### config.mk
export PLATFORM = sky130hd
export DESIGN_NAME = irs_readout_sequencer
export DESIGN_NICKNAME = d
export VERILOG_FILES = /design/src/rtl/irs_readout_sequencer.sv
export SDC_FILE = /design/constraint.sdc
export NUM_CORES = 1
export LEC_CHECK = 0
export CAP_MARGIN = 20
export CORE_MARGIN = 4
export CORE_UTILIZATION = 53
export DETAILED_ROUTE_END_ITERATION = 10
export PLACE_DENSITY = 0.86
export SLEW_MARGIN = 20
export SYNTH_ARGS = -nofsm -noshare
export SYNTH_HDL_FRONTEND = slang
export SYNTH_SLANG_ARGS = --single-unit
### constraint.sdc
create_clock -name clk_i -period 3.5 [get_ports clk_i]
set_input_delay 0.7 -clock clk_i [delete_from_list [all_inputs] [get_ports clk_i]]
set_output_delay 0.7 -clock clk_i [all_outputs]
set_load 0.05 [all_outputs]
### src/rtl/irs_readout_sequencer.sv
// rtl/irs_readout_sequencer.sv - IRS daughter readout sequencer: select, clear, Wilkinson convert, channel/sample scan
module irs_readout_sequencer #(
    parameter int RD_SETTLE   = 4,
    parameter int CLR_CYCLES  = 4,
    parameter int WILK_CYCLES = 1024,
    parameter int DAT_SETTLE  = 2,
    parameter int NCH         = 8,
    parameter int NSMP        = 64
) (
    input  logic        clk_i,
    input  logic        rst_n_i,
    input  logic        req_i,
    input  logic [9:0]  block_i,
    input  logic        abort_i,
    output logic        busy_o,
    output logic        done_o,
    output logic [9:0]  irs_rd_o,
    output logic        irs_rden_o,
    output logic        irs_clr_o,
    output logic        irs_ramp_o,
    output logic        irs_start_o,
    output logic        irs_smpall_o,
    output logic [2:0]  irs_ch_o,
    output logic [5:0]  irs_smp_o,
    input  logic [11:0] irs_dat_i,
    output logic [11:0] dat_o,
    output logic [2:0]  dat_ch_o,
    output logic [5:0]  dat_smp_o,
    output logic        dat_valid_o,
    input  logic        dat_ready_i
);

    typedef enum logic [2:0] {
        S_IDLE,
        S_SELECT,
        S_CLEAR,
        S_CONVERT,
        S_SETTLE,
        S_VALID,
        S_DONE
    } state_t;

    localparam logic [15:0] RD_LAST   = 16'(RD_SETTLE - 1);
    localparam logic [15:0] CLR_LAST  = 16'(CLR_CYCLES - 1);
    localparam logic [15:0] WILK_LAST = 16'(WILK_CYCLES - 1);
    localparam logic [15:0] DAT_LAST  = 16'(DAT_SETTLE - 1);
    localparam logic [2:0]  CH_LAST   = 3'(NCH - 1);
    localparam logic [5:0]  SMP_LAST  = 6'(NSMP - 1);

    state_t      state_q, state_d;
    logic [15:0] cnt_q, cnt_d;
    logic [2:0]  ch_q, ch_d;
    logic [5:0]  smp_q, smp_d;
    logic [9:0]  rd_q, rd_d;
    logic [11:0] dat_q, dat_d;
    logic [2:0]  dat_ch_q, dat_ch_d;
    logic [5:0]  dat_smp_q, dat_smp_d;

    always_ff @(posedge clk_i or negedge rst_n_i) begin
        if (!rst_n_i) begin
            state_q   <= S_IDLE;
            cnt_q     <= '0;
            ch_q      <= '0;
            smp_q     <= '0;
            rd_q      <= '0;
            dat_q     <= '0;
            dat_ch_q  <= '0;
            dat_smp_q <= '0;
        end else begin
            state_q   <= state_d;
            cnt_q     <= cnt_d;
            ch_q      <= ch_d;
            smp_q     <= smp_d;
            rd_q      <= rd_d;
            dat_q     <= dat_d;
            dat_ch_q  <= dat_ch_d;
            dat_smp_q <= dat_smp_d;
        end
    end

    always_comb begin
        state_d   = state_q;
        cnt_d     = cnt_q;
        ch_d      = ch_q;
        smp_d     = smp_q;
        rd_d      = rd_q;
        dat_d     = dat_q;
        dat_ch_d  = dat_ch_q;
        dat_smp_d = dat_smp_q;

        // cnt_q is shared by every timed phase and restarts at 0 on each transition
        case (state_q)
            S_IDLE: begin
                if (req_i) begin
                    rd_d    = block_i;
                    cnt_d   = '0;
                    state_d = S_SELECT;
                end
            end
            S_SELECT: begin
                if (cnt_q == RD_LAST) begin
                    cnt_d   = '0;
                    state_d = S_CLEAR;
                end else begin
                    cnt_d = cnt_q + 16'd1;
                end
            end
            S_CLEAR: begin
                if (cnt_q == CLR_LAST) begin
                    cnt_d   = '0;
                    state_d = S_CONVERT;
                end else begin
                    cnt_d = cnt_q + 16'd1;
                end
            end
            S_CONVERT: begin
                if (cnt_q == WILK_LAST) begin
                    cnt_d   = '0;
                    ch_d    = '0;
                    smp_d   = '0;
                    state_d = S_SETTLE;
                end else begin
                    cnt_d = cnt_q + 16'd1;
                end
            end
            S_SETTLE: begin
                if (cnt_q == DAT_LAST) begin
                    cnt_d     = '0;
                    dat_d     = irs_dat_i;
                    dat_ch_d  = ch_q;
                    dat_smp_d = smp_q;
                    state_d   = S_VALID;
                end else begin
                    cnt_d = cnt_q + 16'd1;
                end
            end
            S_VALID: begin
                if (dat_ready_i) begin
                    if (ch_q == CH_LAST && smp_q == SMP_LAST) begin
                        state_d = S_DONE;
                    end else if (smp_q == SMP_LAST) begin
                        smp_d   = '0;
                        ch_d    = ch_q + 3'd1;
                        state_d = S_SETTLE;
                    end else begin
                        smp_d   = smp_q + 6'd1;
                        state_d = S_SETTLE;
                    end
                end
            end
            S_DONE: begin
                state_d = S_IDLE;
            end
            default: begin
                state_d = S_IDLE;
            end
        endcase

        // abort clears the block address too, so every irs_* pin is quiet afterwards
        if (abort_i && state_q != S_IDLE) begin
            state_d   = S_IDLE;
            cnt_d     = '0;
            ch_d      = '0;
            smp_d     = '0;
            rd_d      = '0;
            dat_d     = '0;
            dat_ch_d  = '0;
            dat_smp_d = '0;
        end
    end

    always_comb begin
        busy_o       = (state_q != S_IDLE);
        done_o       = (state_q == S_DONE);
        irs_rd_o     = rd_q;
        irs_rden_o   = (state_q != S_IDLE) && (state_q != S_DONE);
        irs_clr_o    = (state_q == S_CLEAR);
        irs_ramp_o   = (state_q == S_CONVERT);
        irs_start_o  = (state_q == S_CONVERT);
        irs_smpall_o = (state_q == S_CLEAR) || (state_q == S_CONVERT);
        irs_ch_o     = '0;
        irs_smp_o    = '0;
        if (state_q == S_SETTLE || state_q == S_VALID) begin
            irs_ch_o  = ch_q;
            irs_smp_o = smp_q;
        end
        dat_o       = dat_q;
        dat_ch_o    = dat_ch_q;
        dat_smp_o   = dat_smp_q;
        dat_valid_o = (state_q == S_VALID);
    end

endmodule

Word-level counts from Yosys, hierarchy flattened
Index checks and enable logic that the tools add are counted.
{"block": "totals", "latch_bits": 0, "memories": 0, "mem_bits_rw": 0, "inputBits": 27, "rom_bits": 0, "regBits": 59}
{"block": "op_classes", "n_mux": 41, "eq_ne": 20, "div": 0, "reduce_logical": 20, "multipliers": 0, "add_sub_neg": 3, "magnitude_cmp": 0, "bitwise_logic": 0, "shifts": 0}
{"operator": "$mux W16", "count": 5}
{"operator": "$pmux W16 S4", "count": 1}
{"operator": "$mux W6", "count": 9}
{"operator": "$mux W3", "count": 16}
{"operator": "$mux W12", "count": 3}
{"operator": "$mux W10", "count": 3}
{"operator": "$pmux W3 S6", "count": 1}
{"operator": "$add A16 B1 Y16 const B", "count": 1}
{"operator": "$eq A16 B1 Y1 const B", "count": 1}
{"operator": "$eq A16 B10 Y1 const B", "count": 1}
{"operator": "$eq A16 B2 Y1 const B", "count": 1}
{"operator": "$eq A3 B3 Y1 const B", "count": 4}
{"operator": "$ne A3 B1 Y1 const B", "count": 4}
{"operator": "$ne A3 B3 Y1 const B", "count": 4}
{"operator": "$pmux W6 S2", "count": 1}
{"operator": "$reduce_bool A2 Y1", "count": 4}
{"operator": "$add A6 B1 Y6 const B", "count": 1}
{"operator": "$eq A3 B2 Y1 const B", "count": 2}
{"operator": "$eq A6 B6 Y1 const B", "count": 1}
{"operator": "$pmux W3 S2", "count": 1}
{"operator": "$reduce_and A2 Y1", "count": 3}
{"operator": "$reduce_and A6 Y1", "count": 1}
{"operator": "$reduce_bool A3 Y1", "count": 2}
{"operator": "$reduce_and A5 Y1", "count": 1}
{"operator": "other kinds (10)", "count": 13}

Logic depth before layout (Yosys ltp)
{"block": "logic_depth", "depth_word": 6, "ltp_mapped": 8}

Least setup slack after synthesis
Ideal clock, no wire load.
{"block": "synth_path", "path_type": "flip-flop to output port", "start": "register state_q[1]", "end": "output irs_clr_o", "t_arrival_ps": 2252, "setup_slack_ps": 548, "required_ps": 2800, "path_stages_with_launch": 4, "n_path_buf": 1, "cell_sequence": "dfrtp_1 > buf_2 > nor2b_1 > nor2b_1"}
{"block": "synth_via", "elab_chain_cells": 1}
{"element": "start: declaration", "line": "50", "source": "state_t state_q, state_d;"}
{"element": "start signal: assignment", "line": "70", "source": "state_q <= state_d;"}
{"element": "$eq A3 B2 Y1", "line": "177", "source": "irs_clr_o = (state_q == S_CLEAR);"}
{"element": "end: declaration", "line": "19", "source": "output logic irs_clr_o,"}
No other way between the ends.

Worst setup path in the final report
{"block": "layout_path", "start": "register state_q[2]", "end": "output dat_valid_o"}
{"block": "layout_via", "elab_chain_cells": 1}
{"element": "$eq A3 B3 Y1", "line": "190", "source": "dat_valid_o = (state_q == S_VALID);"}
{"element": "end: declaration", "line": "29", "source": "output logic dat_valid_o,"}
No other way between the ends.

==> flow_summary.ini <==
[outcome]
outcome = complete, no violations

[power_and_ir_drop]
leakagePower_nw = 1.724
p_per_area_mw_per_mm2 = 612.4
ir_drop_mv = 0.5608

[detailed_routing]
drc_errors = 0
dr.pass1.iters = 4
routed-via-count = 2573
first_iter_violations = 193
drtAntennaViolNets = 0
totalWireLength_mm = 7.348
wl_per_cell_um = 16.78
vias_per_cell = 5.874

[job]
cap_violations = 0

[clock_network]
clkSlewWorstSetupHoldPaths_ns = 0.06
cts_tree = done
post-cts-setup-buffer-count = 0
clk_latency_ns = 0.34
cts_sinks = 59
cts-resized-gates = 0
cts_hold_buf = 0
cts-buffers-inserted = 9
ctsHtreeMaxLevel = 3
clockBufferDepth = 2
cts_root_buf = clkbuf_8

[timing]
finalSetupViolations = 0
tightestPinTransition_ns = 0.7296
post-route-min-period_ns = 3.236
period_share_pct = 92.45
max_slew_margin_pct = 51.13
slew_violations = 0
worst_slack_ns = 0.2642
rsz0062_at_grt = no
setup_tns_ns = 0
skew_ns = 0.002685
fmax_mhz = 309.0
hold_violations = 0

[worst_setup_path]
slowest_stage = clkdlybuf4s50_1
endpoint_kind = output pin
arrival_ns = 2.54
cp_num_buf_inv = 1
critPathLaunch = state_q[2]$_DFFE_PN0P_
worstReg2RegEnd = ch_q[1]$_DFFE_PN0P_
cp_max_fo = 15
start_kind = flop
cpLargestDelayFamily = buffers and inverters
worstSetupPathType = flop to output pin
slowest_delay_ns = 0.82
r2r_start = state_q[2]$_DFFE_PN0P_
cp.required_ns = 2.80
ff2ff_path_depth = 5
regToRegSetupSlack_ns = 1.04
worstPathCellList = nor2b_1 -> and2_1 -> clkdlybuf4s50_1

[die]
num_rows = 27
die_h_um = 83.90
pin_count = 75
core_mm2 = 0.005540
die_w_um = 83.90
initial_core_util_pct = 55.10
dieArea_mm2 = 0.007038

[logic_synthesis]
yosysSeqAreaShare_pct = 48.36
synth_edf_count = 0
ys_types = 56
ys_ff_latch = 59
synth_area_leader_cell = dfrtp_1
ys_warn_count = 0
syn_avg_cell_area_um2 = 10.53
synth_nets = 322
async_reset_ff_share_pct = 100.0
synth.area.top_cells = dfrtp_1, a22o_1, o31ai_1
ys.flop_type = dfrtp_1
synth_top_area_share_pct = 48.36
synthesis.area_mm2 = 0.003053
synthCells = 290

[grt]
grt-ovfl-total = 0
grt_pass1_wl_mm = 12.67
grt_max_degree = 33
grt_usage_pct = 22.48
grt_pass1_vias = 2516
antenna_found_initial = 0

[place]
dpl_cell_area_mm2 = 0.003806
dp_hpwl_mm = 5.328
port_buffers = 74
place_ws_ns = 0.6510
gp_congestion = 0.8250

[layout]
area_delta_synth_final_pct = 31.02
fin_area_mm2 = 0.004000
final_nets = 394
drive_gt1_share_pct = 9.563
final_common_cell = clkdlybuf4s50_1
diodes = 0
layout_common_cells = clkdlybuf4s50_1, dfrtp_1, a22o_1

[worst_hold_path]
hp-class = input port to async pin
layer usage:
layer / track usage, % / up-vias / part of all wire [%]
met4: 8.626 / 0 / 1.4
li1: - / 1228 / -
met3: 6.022 / 6 / 6.9
met1: 30.96 / 1254 / 46
met5: 0 / - / 0
met2: 33.91 / 85 / 46
area by class of cell:
cell class | count | area (µm²)
Multi-Input combinational cell | 203 | 1425
Inverter | 9 | 33.78
Clock buffer | 13 | 158.9
Tap cell | 72 | 90.09
Clock inverter | 2 | 35.03
Fill cell | 380 | 1540
Sequential cell | 59 | 1476
Timing Repair Buffer | 80 | 780.7
registers in the layout (all words and copies together) (netlist names):
register / cells
state_q: 3
dat_ch_o: 3
cnt_q: 16
smp_q: 6
ch_q: 3
dat_smp_o: 6
dat_o: 12
irs_rd_o: 10
cell usage after synthesis, types with 4 or more instances:
cell type  count
dfrtp_1       59
nand4_1        5
o21ai_0       14
nor3_1        12
nand2_1       14
and2_1        14
clkbuf_1       4
nand3_1        6
buf_2         10
nand2b_1       5
a22o_1        33
inv_1          8
xnor2_1        5
a31oi_1        4
o31ai_1       12
and4_1         5
ha_1           5
buf_6          4
nor2_1        19
per-stage QoR:
| stage | utilization [%] | hold WS (ns) | power [W] | cells |
|---|---|---|---|---|
| after floorplan | - | 0.4044 | 0.001572 | 290 |
| after global placement | 68.70 | 0.4830 | 0.001819 | 423 |
| after detailed placement | 68.70 | 0.4813 | 0.001837 | 423 |
| after CTS | 72.20 | 0.4119 | 0.002461 | 438 |
| after global routing | 72.20 | 0.4491 | 0.002573 | 438 |
| final | 72.20 | 0.3937 | 0.002450 | 438 |
report_power, final:
| part | switching, W | internal [W] |
|---|---|---|
| registers | 0.0000723 | 0.000747 |
| logic | 0.000658 | 0.000357 |
| clock network | 0.000252 | 0.000363 |
worst max path at each step:
stage / to / slack (ns) / cells after the start
2_1_floorplan: irs_clr_o / 0.55 / 3
3_3_place_gp: dat_valid_o / 0.71 / 3
3_5_place_dp: dat_valid_o / 0.65 / 3
4_1_cts: dat_valid_o / 0.27 / 3
5_1_grt: dat_valid_o / 0.14 / 3
6_report: dat_valid_o / 0.26 / 3
logic make-up (layout without fill, tap and decap cells):
family,after synthesis,after routing,share of synthesized area (%)
and+or+nand+nor,106,106,20.74
buffers and inverters,28,104,4.959
DFF,59,59,48.36
AOI/OAI and AO/OA,81,81,20.37
adders and majority gates,6,6,2.377
muxes,5,5,1.762
xor gates and xnor gates,5,5,1.434
No activity file was read; power rests on OpenSTA's default activity.
